===== src/rtl/segway_math_pipe_pkg.sv =====
// Shared constants and helpers for the Segway balance math pipeline.
//   - steer pot clip window, centre and scaling (x*3 >>> 4)
//   - soft-start timer ceiling
//   - saturate(): clamp an integer to a signed field of a given width
package segway_pkg;

    localparam logic [11:0] STEER_MIN   = 12'h200;
    localparam logic [11:0] STEER_MAX   = 12'hE00;
    localparam int          STEER_CTR   = 'h7FF;
    localparam int          STEER_MULT  = 3;
    localparam int          STEER_SHIFT = 4;
    // (0xE00-0x7FF)*3 >>> 4 = 288 and (0x200-0x7FF)*3 >>> 4 = -288 fit in 10 signed bits
    localparam int          STEER_W     = 10;

    localparam logic [7:0]  SS_MAX      = 8'd255;

    // Clamp value into the range of a signed two's-complement field of 'width' bits.
    function automatic int saturate(input int value, input int width);
        int hi;
        int lo;
        int res;
        hi  = (1 << (width - 1)) - 1;
        lo  = -(1 << (width - 1));
        res = value;
        if (value > hi) begin
            res = hi;
        end else if (value < lo) begin
            res = lo;
        end
        return res;
    endfunction

endpackage


===== src/rtl/segway_math_pipe_if.sv =====
// Sample/result bundle between the PID controller, the math pipeline and the
// motor drive.
//   master : drives vld_in, PID_cntrl, steer_pot, en_steer, pwr_up;
//            receives lft_spd, rght_spd, vld_out, too_fast, ss_done
//   slave  : the math pipeline (opposite directions)
interface segway_math_pipe_if #(
    parameter int CTRL_W = 12,
    parameter int SPD_W  = 12
);
    logic                     vld_in;
    logic signed [CTRL_W-1:0] PID_cntrl;
    logic        [11:0]       steer_pot;
    logic                     en_steer;
    logic                     pwr_up;
    logic signed [SPD_W-1:0]  lft_spd;
    logic signed [SPD_W-1:0]  rght_spd;
    logic                     vld_out;
    logic                     too_fast;
    logic                     ss_done;

    modport master (
        output vld_in, PID_cntrl, steer_pot, en_steer, pwr_up,
        input  lft_spd, rght_spd, vld_out, too_fast, ss_done
    );

    modport slave (
        input  vld_in, PID_cntrl, steer_pot, en_steer, pwr_up,
        output lft_spd, rght_spd, vld_out, too_fast, ss_done
    );
endinterface


===== src/rtl/segway_math_pipe_shape.sv =====
// Combinational deadzone shaping for one motor side.
//   t      : signed torque request (PID plus/minus steer)
//   pwr    : drive enabled; 0 forces the output to zero
//   shaped : |t| >= LOW_TORQUE_BAND -> t +/- MIN_DUTY, else t*GAIN_MULT
//            (unsaturated, wide enough for any shaped value)
module segway_shape #(
    parameter int T_W             = 14,
    parameter int SH_W            = 16,
    parameter int MIN_DUTY        = 960,
    parameter int LOW_TORQUE_BAND = 60,
    parameter int GAIN_MULT       = 4
) (
    input  logic signed [T_W-1:0]  t,
    input  logic                   pwr,
    output logic signed [SH_W-1:0] shaped
);

    int tv;
    int res;

    always_comb begin
        // NOTE: every combinational output gets a default first so no branch leaves it unassigned and infers a latch.
        tv  = int'(t);
        res = 0;
        if (!pwr) begin
            res = 0;
        end else if (tv >= LOW_TORQUE_BAND) begin
            res = tv + MIN_DUTY;
        end else if (tv <= -LOW_TORQUE_BAND) begin
            res = tv - MIN_DUTY;
        end else begin
            // low band is boosted instead of offset; zero stays zero
            res = tv * GAIN_MULT;
        end
        shaped = SH_W'(res);
    end

endmodule


===== src/rtl/segway_math_pipe.sv =====
// Three-stage pipelined Segway balance math.
//   clk, rst_n : clock, asynchronous active-low reset
//   bus        : slave side of segway_math_pipe_if
//     in : vld_in, PID_cntrl, steer_pot, en_steer, pwr_up
//     out: lft_spd, rght_spd (saturated, registered), vld_out,
//          too_fast (debounced overspeed), ss_done (soft start complete)
// Stage 1 scales PID by the soft-start timer and derives steer, stage 2 mixes
// and shapes each side, stage 3 saturates into the output registers.
module segway_math_pipe
    import segway_pkg::*;
#(
    parameter int CTRL_W          = 12,
    parameter int SPD_W           = 12,
    parameter int MIN_DUTY        = 960,
    parameter int LOW_TORQUE_BAND = 60,
    parameter int GAIN_MULT       = 4,
    parameter int FAST_THRESH     = 1536,
    parameter int FAST_CNT        = 4,
    parameter int SS_DIV          = 4
) (
    input logic                clk,
    input logic                rst_n,
    segway_math_pipe_if.slave  bus
);

    localparam int T_W   = CTRL_W + 2;
    localparam int SH_W  = T_W + 2;
    localparam int DIV_W = (SS_DIV > 1) ? $clog2(SS_DIV) : 1;
    localparam int CNT_W = $clog2(FAST_CNT + 1);

    // ---------------- soft start ----------------
    logic [7:0]       ss_tmr, ss_tmr_nxt;
    logic [DIV_W-1:0] ss_div, ss_div_nxt;

    always_comb begin
        ss_tmr_nxt = ss_tmr;
        ss_div_nxt = ss_div;
        if (!bus.pwr_up) begin
            ss_tmr_nxt = '0;
            ss_div_nxt = '0;
        end else if (ss_tmr != SS_MAX) begin
            if (ss_div == DIV_W'(SS_DIV - 1)) begin
                ss_div_nxt = '0;
                ss_tmr_nxt = ss_tmr + 8'd1;
            end else begin
                ss_div_nxt = ss_div + DIV_W'(1);
            end
        end
    end

    always_ff @(posedge clk or negedge rst_n) begin
        // NOTE: non-blocking assignments so every register samples pre-edge values regardless of statement order.
        if (!rst_n) begin
            ss_tmr      <= '0;
            ss_div      <= '0;
            bus.ss_done <= 1'b0;
        end else begin
            ss_tmr      <= ss_tmr_nxt;
            ss_div      <= ss_div_nxt;
            // taken from the next timer value so ss_done lines up with ss_tmr
            bus.ss_done <= (ss_tmr_nxt == SS_MAX);
        end
    end

    // ---------------- stage 1: soft-start scaling and steer ----------------
    logic        [11:0]        pot_clip;
    int                        steer_x;
    logic signed [STEER_W-1:0] steer_d;
    logic signed [CTRL_W-1:0]  pid_ss_d;

    always_comb begin
        pot_clip = bus.steer_pot;
        if (bus.steer_pot < STEER_MIN) begin
            pot_clip = STEER_MIN;
        end else if (bus.steer_pot > STEER_MAX) begin
            pot_clip = STEER_MAX;
        end
        steer_x  = int'(pot_clip) - STEER_CTR;
        // int is signed, so >>> floors toward -inf
        steer_d  = STEER_W'((steer_x * STEER_MULT) >>> STEER_SHIFT);
        pid_ss_d = CTRL_W'((int'(bus.PID_cntrl) * int'(ss_tmr)) >>> 8);
    end

    logic                      vld1;
    logic signed [CTRL_W-1:0]  pid_ss1;
    logic signed [STEER_W-1:0] steer1;
    logic                      en1;
    logic                      pwr1;

    always_ff @(posedge clk or negedge rst_n) begin
        if (!rst_n) begin
            vld1    <= 1'b0;
            pid_ss1 <= '0;
            steer1  <= '0;
            en1     <= 1'b0;
            pwr1    <= 1'b0;
        end else begin
            vld1 <= bus.vld_in;
            if (bus.vld_in) begin
                pid_ss1 <= pid_ss_d;
                steer1  <= steer_d;
                en1     <= bus.en_steer;
                pwr1    <= bus.pwr_up;
            end
        end
    end

    // ---------------- stage 2: mix and shape ----------------
    logic signed [STEER_W-1:0] steer_eff;
    logic signed [T_W-1:0]     lft_t, rght_t;
    logic signed [SH_W-1:0]    lft_sh_d, rght_sh_d;

    always_comb begin
        steer_eff = en1 ? steer1 : '0;
        lft_t     = T_W'(int'(pid_ss1) + int'(steer_eff));
        rght_t    = T_W'(int'(pid_ss1) - int'(steer_eff));
    end

    segway_shape #(
        .T_W(T_W), .SH_W(SH_W), .MIN_DUTY(MIN_DUTY),
        .LOW_TORQUE_BAND(LOW_TORQUE_BAND), .GAIN_MULT(GAIN_MULT)
    ) u_shape_lft (
        .t(lft_t), .pwr(pwr1), .shaped(lft_sh_d)
    );

    segway_shape #(
        .T_W(T_W), .SH_W(SH_W), .MIN_DUTY(MIN_DUTY),
        .LOW_TORQUE_BAND(LOW_TORQUE_BAND), .GAIN_MULT(GAIN_MULT)
    ) u_shape_rght (
        .t(rght_t), .pwr(pwr1), .shaped(rght_sh_d)
    );

    logic                   vld2;
    logic signed [SH_W-1:0] lft_sh2, rght_sh2;

    always_ff @(posedge clk or negedge rst_n) begin
        if (!rst_n) begin
            vld2     <= 1'b0;
            lft_sh2  <= '0;
            rght_sh2 <= '0;
        end else begin
            vld2 <= vld1;
            if (vld1) begin
                lft_sh2  <= lft_sh_d;
                rght_sh2 <= rght_sh_d;
            end
        end
    end

    // ---------------- stage 3: saturate into outputs ----------------
    always_ff @(posedge clk or negedge rst_n) begin
        if (!rst_n) begin
            bus.vld_out  <= 1'b0;
            bus.lft_spd  <= '0;
            bus.rght_spd <= '0;
        end else begin
            bus.vld_out <= vld2;
            if (vld2) begin
                bus.lft_spd  <= SPD_W'(saturate(int'(lft_sh2), SPD_W));
                bus.rght_spd <= SPD_W'(saturate(int'(rght_sh2), SPD_W));
            end
        end
    end

    // ---------------- too_fast debounce ----------------
    logic             fast;
    logic [CNT_W-1:0] fast_cnt, fast_cnt_nxt;

    always_comb begin
        // signed compare: reverse speeds never count as fast
        fast         = (int'(bus.lft_spd) > FAST_THRESH) || (int'(bus.rght_spd) > FAST_THRESH);
        fast_cnt_nxt = fast_cnt;
        if (!fast) begin
            fast_cnt_nxt = '0;
        end else if (fast_cnt != CNT_W'(FAST_CNT)) begin
            fast_cnt_nxt = fast_cnt + CNT_W'(1);
        end
    end

    always_ff @(posedge clk or negedge rst_n) begin
        if (!rst_n) begin
            fast_cnt     <= '0;
            bus.too_fast <= 1'b0;
        end else if (bus.vld_out) begin
            fast_cnt     <= fast_cnt_nxt;
            bus.too_fast <= (fast_cnt_nxt == CNT_W'(FAST_CNT));
        end
    end

endmodule


===== src/flat_wrapper.sv =====
// flat-port wrapper written by rule: the top's interface ports become plain ports
module segway_math_pipe_flat import segway_pkg::*;
#(
    parameter int CTRL_W          = 12,
    parameter int SPD_W           = 12,
    parameter int MIN_DUTY        = 960,
    parameter int LOW_TORQUE_BAND = 60,
    parameter int GAIN_MULT       = 4,
    parameter int FAST_THRESH     = 1536,
    parameter int FAST_CNT        = 4,
    parameter int SS_DIV          = 4
)
  (clk, rst_n, bus_vld_in, bus_PID_cntrl, bus_steer_pot, bus_en_steer, bus_pwr_up, bus_lft_spd, bus_rght_spd, bus_vld_out, bus_too_fast, bus_ss_done);
  segway_math_pipe_if #(.CTRL_W(CTRL_W), .SPD_W(SPD_W)) bus_i ();
  input logic clk;
  input logic rst_n;
  input wire logic [$bits(bus_i.vld_in)-1:0] bus_vld_in;
  input wire logic [$bits(bus_i.PID_cntrl)-1:0] bus_PID_cntrl;
  input wire logic [$bits(bus_i.steer_pot)-1:0] bus_steer_pot;
  input wire logic [$bits(bus_i.en_steer)-1:0] bus_en_steer;
  input wire logic [$bits(bus_i.pwr_up)-1:0] bus_pwr_up;
  output wire logic [$bits(bus_i.lft_spd)-1:0] bus_lft_spd;
  output wire logic [$bits(bus_i.rght_spd)-1:0] bus_rght_spd;
  output wire logic [$bits(bus_i.vld_out)-1:0] bus_vld_out;
  output wire logic [$bits(bus_i.too_fast)-1:0] bus_too_fast;
  output wire logic [$bits(bus_i.ss_done)-1:0] bus_ss_done;
  assign bus_i.vld_in = bus_vld_in;
  assign bus_i.PID_cntrl = bus_PID_cntrl;
  assign bus_i.steer_pot = bus_steer_pot;
  assign bus_i.en_steer = bus_en_steer;
  assign bus_i.pwr_up = bus_pwr_up;
  assign bus_lft_spd = bus_i.lft_spd;
  assign bus_rght_spd = bus_i.rght_spd;
  assign bus_vld_out = bus_i.vld_out;
  assign bus_too_fast = bus_i.too_fast;
  assign bus_ss_done = bus_i.ss_done;
  segway_math_pipe #(.CTRL_W(CTRL_W), .SPD_W(SPD_W), .MIN_DUTY(MIN_DUTY), .LOW_TORQUE_BAND(LOW_TORQUE_BAND), .GAIN_MULT(GAIN_MULT), .FAST_THRESH(FAST_THRESH), .FAST_CNT(FAST_CNT), .SS_DIV(SS_DIV)) u_core (.clk(clk), .rst_n(rst_n), .bus(bus_i));
endmodule

===== config.mk =====
export PLATFORM = sky130hd
export DESIGN_NAME = segway_math_pipe_flat
export DESIGN_NICKNAME = d
export VERILOG_FILES = /design/src/rtl/segway_math_pipe_pkg.sv /design/src/rtl/segway_math_pipe_if.sv /design/src/rtl/segway_math_pipe_shape.sv /design/src/rtl/segway_math_pipe.sv /design/src/flat_wrapper.sv
export SDC_FILE = /design/constraint.sdc
export NUM_CORES = 1
export LEC_CHECK = 0
export BUFFER_PORTS_ARGS = -buffer_cell sky130_fd_sc_hd__clkbuf_2
export CAP_MARGIN = 5
export CORE_AREA = 2 2 132 134
export DETAILED_ROUTE_END_ITERATION = 8
export DIE_AREA = 0 0 134 136
export GPL_TIMING_DRIVEN = 1
export PLACE_DENSITY = 0.84
export RECOVER_POWER = 25
export SYNTH_ARGS = -nofsm -noshare
export SYNTH_HDL_FRONTEND = slang
export SYNTH_SLANG_ARGS = --single-unit

===== constraint.sdc =====
create_clock -name clk -period 6.77 [get_ports clk]
set_input_delay 1.0155 -clock clk [delete_from_list [all_inputs] [get_ports clk]]
set_output_delay 1.0155 -clock clk [all_outputs]
set_load 0.02 [all_outputs]

==> results.json <==
{
  "finalSetupTns_ps": 0,
  "gp_congestion": 0.871,
  "cp.required_ps": 7000,
  "yosys.area.top_type": "dfrtp_1",
  "fin_cells": 1395,
  "irDropWorstVdd_uv": 186,
  "synthToLayoutAreaGrowth_pct": 6.58,
  "postSynthCellCount": 1145,
  "synth_fp_nets": 1342,
  "mostFrequentLayoutCells": "inv_1, dfrtp_1, nand2_1",
  "async_flop_share_pct": 100,
  "max_cap_violations": 2,
  "ant_nets": 0,
  "slew_viol_final": 36,
  "timing.final.crit_share_pct": 82.1,
  "drt_iter0_drc": 517,
  "relSlewSlack_pct": -21.5,
  "clkTransAtPathRegs_ps": 70,
  "tritoncts": "built",
  "dp_cells": 1380,
  "synth_enable_flop_cells": 0,
  "viasPerCell": 5.81,
  "rows": 48,
  "violations": "max-capacitance violations, max-slew violations",
  "die_x_um": 134,
  "dieHeight_um": 136,
  "io-pin-count": 56,
  "synthTopCellsByArea": "dfrtp_1, fa_1, ha_1",
  "hold_buffers": 0,
  "start_util_pct": 60.2,
  "htree_num_levels": 3,
  "die_area_sq_um": 18200,
  "start_kind": "input port",
  "synth_flop_cell": "dfrtp_1",
  "worst_pin_slew_ps": 1820,
  "avgSynthCellArea_sq_um": 8.88,
  "drive_above_1_share_pct": 8.89,
  "cts-root-buf": "clkbuf_16",
  "r2r_slack_ps": 1240,
  "synthesis.area_sq_um": 10200,
  "status": "complete, but fails checks",
  "yosys_warnings": 0,
  "fin_hold_ws_ps": 497,
  "p_per_area_nw_per_um2": 256,
  "drt-total-wl_mm": 21.0,
  "worst_slack_ps": 1210,
  "nNetsFinal": 1363,
  "dr.pass1.iters": 6,
  "vias": 8105,
  "synth_cell_type_count": 75,
  "diodes": 0,
  "wl_per_cell_um": 15.1,
  "synth-seq-area-share_pct": 23.6,
  "synth_top_area_share_pct": 23.6,
  "cp-end-kind": "flop",
  "grt_use_total_pct": 24.6,
  "rsz0062_at_grt": "no",
  "hold_viol": 0,
  "clockBufferDepth": 2,
  "path_class": "input port to flop",
  "antenna_found_initial": 0,
  "port_buffers": 55,
  "numCtsBuffers": 9,
  "core_area_sq_um": 16900,
  "cp_max_fo": 8,
  "final_common_cell": "inv_1",
  "post_cts_buffers": 0,
  "gr-total-overflow": 0,
  "dpl.hpwl_mm": 16.4,
  "drc": 0,
  "fmax_ghz": 0.180,
  "ctsResizeCount": 0,
  "grt_pass1_vias": 8112,
  "skew_ps": 5.89,
  "dpl_worst_slack_ps": 864,
  "period_minus_slack_ps": 5560,
  "hold_class": "flop to flop",
  "cts_sinks": 96,
  "worst_skew_pair.late_latency_ps": 340,
  "p_leak_nw": 5.51,
  "synth_seq_cells": 96,
  "grt_start_max_net_pins": 63,
  "critPathArrivalTime_ps": 5790,
  "setup_viol": 0,
  "fill_cells": 1392,
  "grt_pass1_wl_mm": 37.2
}
cell usage after synthesis, types with 8 or more instances:
library cell,instances
a21oi_1,43
a31oi_1,8
and2_1,60
and3_1,15
clkbuf_1,36
dfrtp_1,96
fa_1,77
ha_1,91
inv_1,176
mux2_2,22
mux2i_1,9
nand2_1,93
nand2b_1,9
nand3_1,13
nand4_1,13
nor2_1,71
nor3_1,28
o211ai_1,8
o21a_1,8
o21ai_0,27
o22ai_1,29
or3_1,12
xnor2_1,41
xor2_1,30
kinds of logic (layout without fill, tap and decap cells):
kind of cell | Yosys count | in the layout | synth area share, %
and+or+nand+nor | 341 | 341 | 16.8
buffers and inverters | 223 | 248 | 8.43
AOI/OAI and AO/OA | 215 | 215 | 15.3
adders and majority gates | 168 | 168 | 26.4
DFF | 96 | 96 | 23.6
xor gates and xnor gates | 71 | 71 | 6.12
muxes | 31 | 31 | 3.32
per-stage QoR:
stage                     total power, mW  utilization (%)  instance area, sq um
final                                2.77             64.2                 10800
after global routing                 2.98             64.2                 10800
after CTS                            2.77             64.2                 10800
after detailed placement             2.23             62.5                 10500
after global placement               2.19             62.5                 10500
after floorplan                      1.91                -                 10200
registers in the layout, summed over array words and instances (netlist names):
signal	count
u_core.bus.rght_spd	12
u_core.fast_cnt	3
u_core.vld2	1
u_core.bus.too_fast	1
u_core.bus.lft_spd	12
u_core.rght_sh2	15
u_core.pid_ss1	12
u_core.ss_tmr	8
u_core.pwr1	1
u_core.ss_div	2
u_core.en1	1
u_core.lft_sh2	15
u_core.vld1	1
u_core.bus.ss_done	1
u_core.bus.vld_out	1
u_core.steer1	10
where the power goes:
group / internal [mW] / switching, mW
Clock: 0.297 / 0.223
Sequential: 0.742 / 0.114
Combinational: 0.548 / 0.845
Total: 1.59 / 1.18
per-layer routing:
metal  GRT usage, %  share of wire [%]  vias up
met4           7.51                2.3        0
met1           32.3                 45     3932
met3           2.80                4.1       36
li1               -                  -     3911
met5              0                  0        -
met2           43.0                 49      226
final cells by class:
cell class	instances	area, sq um	area share [%]
Multi-Input combinational cell	826	6910	63.7
Sequential cell	96	2400	22.2
Inverter	177	664	6.13
Tap cell	225	282	2.60
Timing Repair Buffer	56	279	2.58
Clock buffer	10	239	2.21
Clock inverter	5	62.6	0.577
critical path, stage by stage:
cell	delay [ps]
clkbuf_2	150
nand2_1	90
fa_1	590
inv_1	60
fa_1	500
inv_1	50
fa_1	470
inv_1	60
fa_1	470
ha_1	330
o21a_1	120
o21a_1	170
o22ai_1	270
o21ai_0	230
a41oi_1	350
a21oi_1	200
a21oi_1	290
xnor2_1	100
mux2_2	260
final timing paths:
| kind | depth (start not counted) | to | from |
|---|---|---|---|
| setup reg to reg | 18 | u_core.pid_ss1[9] | u_core.ss_tmr[2] |
| max in group asynchronous | 2 | u_core.rght_sh2[11] | rst_n |
| hold reg to reg | 1 | u_core.rght_sh2[7] | u_core.rght_sh2[7] |
| min in group asynchronous | 1 | u_core.bus.ss_done | rst_n |
| setup / recovery | 19 | u_core.pid_ss1[9] | bus_PID_cntrl[5] |
| hold / removal | 1 | u_core.rght_sh2[7] | u_core.rght_sh2[7] |
Power figures use the tool's default switching activity.
